==> src/rtl/pipeline_types_pkg.sv <==
// Shared types and constants for the instruction fetch stage.
package pipeline_types_pkg;

    // Canonical no-op (addi x0, x0, 0) placed in IF/ID when the entry is invalid.
    localparam logic [31:0] NOP_INSTR = 32'h0000_0013;

    typedef enum logic [1:0] {
        ISSUE,
        WAIT,
        SQUASH,
        HOLD
    } fetch_state_t;

    typedef struct packed {
        logic        valid;
        logic [31:0] pc;
        logic [31:0] instr;
    } if_id_reg_t;

endpackage

==> src/rtl/fetch_hold_buffer.sv <==
// One-entry holding register for an instruction that returned while decode
// was stalled. Drop has priority over load, load over release.
module fetch_hold_buffer #(
    parameter int unsigned       ADDR_W    = 32,
    parameter int unsigned       DATA_W    = 32,
    parameter logic [DATA_W-1:0] NOP_INSTR = pipeline_types_pkg::NOP_INSTR
) (
    input  logic              clk,
    input  logic              rst_n,
    input  logic              i_load,
    input  logic              i_release,
    input  logic              i_drop,
    input  logic [ADDR_W-1:0] i_pc,
    input  logic [DATA_W-1:0] i_instr,
    output logic              o_valid,
    output logic [ADDR_W-1:0] o_pc,
    output logic [DATA_W-1:0] o_instr
);

    logic              r_valid;
    logic [ADDR_W-1:0] r_pc;
    logic [DATA_W-1:0] r_instr;

    // Pend entry: capture on load, empty on release or drop.
    always_ff @(posedge clk or negedge rst_n) begin
        if (!rst_n) begin
            r_valid <= 1'b0;
            r_pc    <= '0;
            r_instr <= NOP_INSTR;
        end else if (i_drop) begin
            r_valid <= 1'b0;
        end else if (i_load) begin
            r_valid <= 1'b1;
            r_pc    <= i_pc;
            r_instr <= i_instr;
        end else if (i_release) begin
            r_valid <= 1'b0;
        end
    end

    assign o_valid = r_valid;
    assign o_pc    = r_pc;
    assign o_instr = r_instr;

endmodule

==> src/rtl/pipeline_fetch_stage.sv <==
// Instruction fetch stage: issues one imem read at a time for the current PC,
// loads the IF/ID register, stalls the PC register until an instruction is
// delivered or a redirect occurs, and discards fetches made stale by a flush.
module pipeline_fetch_stage #(
    parameter int unsigned       ADDR_W    = 32,
    parameter int unsigned       DATA_W    = 32,
    parameter logic [DATA_W-1:0] NOP_INSTR = pipeline_types_pkg::NOP_INSTR
) (
    input  logic              clk,
    input  logic              rst_n,
    input  logic [ADDR_W-1:0] pc,
    input  logic              flush,
    input  logic              id_stall,
    output logic [ADDR_W-1:0] imem_addr,
    output logic [3:0]        imem_rmask,
    input  logic              imem_resp,
    input  logic [DATA_W-1:0] imem_rdata,
    output logic              fetch_stall,
    output logic              if_id_valid,
    output logic [ADDR_W-1:0] if_id_pc,
    output logic [DATA_W-1:0] if_id_instr
);

    import pipeline_types_pkg::fetch_state_t;
    import pipeline_types_pkg::ISSUE;
    import pipeline_types_pkg::WAIT;
    import pipeline_types_pkg::SQUASH;
    import pipeline_types_pkg::HOLD;

    fetch_state_t      r_state;
    fetch_state_t      w_state_nxt;
    logic              r_started;
    logic [ADDR_W-1:0] r_req_pc;
    logic              r_if_id_valid;
    logic [ADDR_W-1:0] r_if_id_pc;
    logic [DATA_W-1:0] r_if_id_instr;

    logic              w_out_free;
    logic              w_issue;
    logic              w_accept;
    logic              w_capture;
    logic              w_release;
    logic              w_drop;
    logic              w_load;
    logic [ADDR_W-1:0] w_load_pc;
    logic [DATA_W-1:0] w_load_instr;
    logic              w_pend_valid;
    logic [ADDR_W-1:0] w_pend_pc;
    logic [DATA_W-1:0] w_pend_instr;

    assign w_out_free = ~r_if_id_valid | ~id_stall;

    // Next-state and per-cycle control decode; r_started blocks issue in the
    // first cycle after reset so that cycle always stalls the PC.
    always_comb begin
        w_state_nxt = r_state;
        w_issue     = 1'b0;
        w_accept    = 1'b0;
        w_capture   = 1'b0;
        w_release   = 1'b0;
        w_drop      = 1'b0;
        case (r_state)
            ISSUE: begin
                if (r_started && !flush && w_out_free) begin
                    w_issue     = 1'b1;
                    w_state_nxt = WAIT;
                end
            end
            WAIT: begin
                if (imem_resp) begin
                    if (flush) begin
                        w_state_nxt = ISSUE;
                    end else if (w_out_free) begin
                        w_accept    = 1'b1;
                        w_state_nxt = ISSUE;
                    end else begin
                        w_capture   = 1'b1;
                        w_state_nxt = HOLD;
                    end
                end else if (flush) begin
                    w_state_nxt = SQUASH;
                end
            end
            SQUASH: begin
                if (imem_resp) begin
                    w_state_nxt = ISSUE;
                end
            end
            HOLD: begin
                if (flush) begin
                    w_drop      = 1'b1;
                    w_state_nxt = ISSUE;
                end else if (!id_stall && w_pend_valid) begin
                    w_release   = 1'b1;
                    w_state_nxt = ISSUE;
                end
            end
            default: w_state_nxt = ISSUE;
        endcase
    end

    assign w_load       = w_accept | w_release;
    assign w_load_pc    = w_release ? w_pend_pc    : r_req_pc;
    assign w_load_instr = w_release ? w_pend_instr : imem_rdata;

    assign imem_rmask  = w_issue ? 4'hF : 4'h0;
    assign imem_addr   = w_issue ? pc : r_req_pc;
    assign fetch_stall = ~(r_started & (w_load | flush));

    // FSM state, post-reset marker and address of the outstanding request.
    always_ff @(posedge clk or negedge rst_n) begin
        if (!rst_n) begin
            r_state   <= ISSUE;
            r_started <= 1'b0;
            r_req_pc  <= '0;
        end else begin
            r_state   <= w_state_nxt;
            r_started <= 1'b1;
            if (w_issue) begin
                r_req_pc <= pc;
            end
        end
    end

    // IF/ID register: flush beats load, load beats consume; instr is kept at
    // NOP whenever the entry is invalid.
    always_ff @(posedge clk or negedge rst_n) begin
        if (!rst_n) begin
            r_if_id_valid <= 1'b0;
            r_if_id_pc    <= '0;
            r_if_id_instr <= NOP_INSTR;
        end else if (flush) begin
            r_if_id_valid <= 1'b0;
            r_if_id_instr <= NOP_INSTR;
        end else if (w_load) begin
            r_if_id_valid <= 1'b1;
            r_if_id_pc    <= w_load_pc;
            r_if_id_instr <= w_load_instr;
        end else if (!id_stall) begin
            r_if_id_valid <= 1'b0;
            r_if_id_instr <= NOP_INSTR;
        end
    end

    fetch_hold_buffer #(
        .ADDR_W    (ADDR_W),
        .DATA_W    (DATA_W),
        .NOP_INSTR (NOP_INSTR)
    ) u_hold (
        .clk       (clk),
        .rst_n     (rst_n),
        .i_load    (w_capture),
        .i_release (w_release),
        .i_drop    (w_drop),
        .i_pc      (r_req_pc),
        .i_instr   (imem_rdata),
        .o_valid   (w_pend_valid),
        .o_pc      (w_pend_pc),
        .o_instr   (w_pend_instr)
    );

    assign if_id_valid = r_if_id_valid;
    assign if_id_pc    = r_if_id_pc;
    assign if_id_instr = r_if_id_instr;

endmodule
==> config.mk <==
export PLATFORM = sky130hd
export DESIGN_NAME = pipeline_fetch_stage
export DESIGN_NICKNAME = d
export VERILOG_FILES = /design/src/rtl/pipeline_types_pkg.sv /design/src/rtl/fetch_hold_buffer.sv /design/src/rtl/pipeline_fetch_stage.sv
export SDC_FILE = /design/constraint.sdc
export NUM_CORES = 1
export LEC_CHECK = 0
export BUFFER_PORTS_ARGS = -buffer_cell sky130_fd_sc_hd__buf_2
export CAP_MARGIN = 20
export CELL_PAD_IN_SITES_DETAIL_PLACEMENT = 1
export CELL_PAD_IN_SITES_GLOBAL_PLACEMENT = 1
export CORE_MARGIN = 5
export CORE_UTILIZATION = 40
export DETAILED_ROUTE_END_ITERATION = 12
export HOLD_SLACK_MARGIN = 0.08
export MAX_ROUTING_LAYER = met4
export PLACE_DENSITY = 0.87
export SKIP_LAST_GASP = 1
export SLEW_MARGIN = 5
export SYNTH_ARGS = -nofsm -noshare
export SYNTH_HDL_FRONTEND = slang
export SYNTH_SLANG_ARGS = --single-unit
==> constraint.sdc <==
create_clock -name clk -period 2.7 [get_ports clk]
set_input_delay 0.405 -clock clk [delete_from_list [all_inputs] [get_ports clk]]
set_output_delay 0.405 -clock clk [all_outputs]
set_load 0.01 [all_outputs]
==> flow_metrics.env <==
export IMPL_setup_violations=0
export IMPL_min_path_type="in -> reg"
export IMPL_period_needed_ns=2.57
export IMPL_rows=48
export IMPL_end_kind="output pin"
export IMPL_hold_violations=0
export IMPL_h_tree_depth=4
export IMPL_pwr_share_seq_pct=45.9
export IMPL_leakagePower_uw=0.00450
export IMPL_fin_cells=931
export IMPL_cts_path_max_buffers=2
export IMPL_grt_pass1_wl_mm=33.3
export IMPL_synth_distinct_cells=34
export IMPL_p_per_area_mw_per_mm2=823
export IMPL_routed_via_density=5.71
export IMPL_num_io_pins=171
export IMPL_max_freq_mhz=389
export IMPL_most_common_layout_cells="buf_2, dfrtp_1, mux2_4, mux2_2"
export IMPL_detail_route_wl_per_cell_um=22.6
export IMPL_synth_largest_area_cell="dfrtp_1"
export IMPL_cts_buffers_inserted=17
export IMPL_place_hpwl_mm=13.6
export IMPL_grt_pass1_vias=6094
export IMPL_cts_tree="done"
export IMPL_drtIter0Drc=200
export IMPL_pwr_share_comb_pct=21.6
export IMPL_syn_to_final_growth_pct=22.6
export IMPL_wirelength_mm=21.1
export IMPL_crit_chain="a211oi_4, nand3_4, buf_12, mux2_2, buf_2"
export IMPL_drive_gt1_share_pct=46.3
export IMPL_start_util_pct=41.0
export IMPL_yosysSeqAreaShare_pct=57.9
export IMPL_arrival_ns=2.17
export IMPL_clockPowerShare_pct=32.5
export IMPL_worstPathMaxFanout=14
export IMPL_dr_pass1_iters=7
export IMPL_clockRootBuffer="clkbuf_16"
export IMPL_fin_crit_sh_pct=95.3
export IMPL_slowest_delay_ns=0.49
export IMPL_yosys_top_cells_area="dfrtp_1, mux2_4, mux2_2"
export IMPL_synth_top_area_share_pct=55.7
export IMPL_worst_clock_skew_ns=0.0119
export IMPL_p_sw_uw=2180
export IMPL_fillerInstances=1839
export IMPL_die_y_um=144
export IMPL_port_buffers=170
export IMPL_slew_headroom_pct=50.1
export IMPL_path_clk_slew_ns=0.07
export IMPL_path_delay_family="flip-flops"
export IMPL_grt_ovfl_total=0
export IMPL_netlist_area_mm2=0.00715
export IMPL_cp_required_ns=2.30
export IMPL_syn_inst=537
export IMPL_switching_share_pct=30.2
export IMPL_cp_start_kind="flip-flop"
export IMPL_drc=0
export IMPL_vias=5319
export IMPL_yosys_warnings=0
export IMPL_syn_avg_cell_area_um2=13.3
export IMPL_final_nets=762
export IMPL_clock_sinks=165
export IMPL_grt_max_degree=88
export IMPL_final_common_cell="buf_2"
export IMPL_maxSlewViolCount=0
export IMPL_status="complete, no violations"
export IMPL_rsz0062_at_grt="false"
export IMPL_post_place_cells=893
export IMPL_critPathKind="reg -> out"
export IMPL_slowest_stage="dfrtp_1"
export IMPL_globalplace_congestion=0.772
export IMPL_dieArea_mm2=0.0206
export IMPL_die_width_um=144
export IMPL_antenna_found_initial=2
export IMPL_crit_buf_inv=2
export IMPL_worstSkewPairLatency_ns=0.42
export IMPL_cap_violations=0
export IMPL_core_area_mm2=0.0174
export IMPL_power_internal_uw=5040
export IMPL_synth_net_count=606
export IMPL_track_usage_pct=21.5
export IMPL_tns_ns=0
export IMPL_worst_pin_slew_ns=0.748
export IMPL_ys_ff_latch=165
export IMPL_peakVddDrop_mv=0.467
export IMPL_antenna_left=0
[cells by family after synthesis]
group	after synthesis	synth area share [%]
flip-flops	165	57.9
multiplexers	97	17.9
other	1	0.0525
AND/OR/NAND/NOR	111	8.60
AO/OA/AOI/OAI	108	11.0
buffers and inverters	55	4.59
[stage by stage]
| stage | total power [µW] | instance area (µm²) | hold slack, ns | util (%) | setup WS (ns) |
|---|---|---|---|---|---|
| floorplan | 4080 | 7150 | 0.109 | - | 0.774 |
| global placement | 4760 | 8100 | 0.450 | 46.5 | 0.450 |
| detailed placement | 4890 | 8120 | 0.467 | 46.6 | 0.322 |
| CTS | 7300 | 8760 | 0.201 | 50.3 | 0.113 |
| global route | 7560 | 8760 | 0.210 | 50.3 | 0.0459 |
| finish | 7220 | 8760 | 0.224 | 50.3 | 0.128 |
[path summary, 6_finish.rpt]
| check | cells after the start | end | from | slack [ns] |
|---|---|---|---|---|
| setup / recovery | 5 | imem_addr[27] | if_id_valid$_DFFE_PN0P_ | 0.13 |
| hold / removal | 2 | u_hold.o_instr[21]$_DFFE_PN0P_ | imem_rdata[21] | 0.22 |
| setup reg to reg | 4 | if_id_pc[4]$_DFFE_PN0P_ | r_state[1]$_DFFE_PN0P_ | 0.45 |
| hold reg to reg | 1 | u_hold.o_pc[11]$_DFFE_PN0P_ | u_hold.o_pc[11]$_DFFE_PN0P_ | 0.51 |
| max in group asynchronous | 3 | if_id_pc[28]$_DFFE_PN0P_ | rst_n | 1.73 |
| min in group asynchronous | 3 | if_id_instr[15]$_DFFE_PN0P_ | rst_n | 0.56 |
[final cells by class]
class | instances | area [µm²] | share of cell area [%]
Sequential cell | 165 | 4140 | 47.2
Clock buffer | 22 | 454 | 5.18
Clock inverter | 8 | 103 | 1.17
Tap cell | 225 | 282 | 3.21
Inverter | 2 | 7.51 | 0.0857
Timing Repair Buffer | 189 | 1070 | 12.2
Multi-Input combinational cell | 318 | 2700 | 30.9
Antenna cell | 2 | 5.00 | 0.0571
[sequential cells by signal, indices dropped and copies added (netlist names)]
register        count
if_id_valid         1
r_started           1
if_id_instr        32
r_state             2
u_hold.o_valid      1
u_hold.o_pc        32
r_req_pc           32
u_hold.o_instr     32
if_id_pc           32
[synthesized netlist by cell type, drive strengths merged]
cell type  number
nand4b          1
o221a           3
nor3           32
a22o            1
mux2           97
and3           29
or3             3
nor2            4
nand4           1
nor2b           1
a31oi          33
dfrtp         159
nand2           3
o21ai          33
o31a            1
a211o           2
a211oi          1
a221o          29
and2            1
or2             1
and2b           1
or3b            1
inv             2
clkbuf         21
conb            1
nand3          33
o31ai           4
dfstp           6
buf            32
a21boi          1
[power groups by stage]
stage	clock network, µW	registers [µW]	logic, µW
5_1_grt	2500	3360	1700
4_1_cts	2400	3300	1590
3_3_place_gp	0	3300	1460
6_report	2350	3310	1560
2_1_floorplan	0	3330	747
3_5_place_dp	0	3330	1560
[repair_timing]
| action | CTS | global route |
|---|---|---|
| hold buffers | 1 | 0 |
| resized for setup | 1 | 0 |
| buffers inserted | 4 | 0 |
| setup endpoints to repair | 32 | 0 |
| hold endpoints to repair | 159 | 0 |
[metal layers]
metal	GRT usage, %	wire length, µm	vias up
li1	-	-	2312
met1	25.2	8470	2787
met2	36.6	11000	187
met3	4.69	1210	33
met4	7.28	453	0
met5	-	0	-
(Power assumes the default switching activity.)
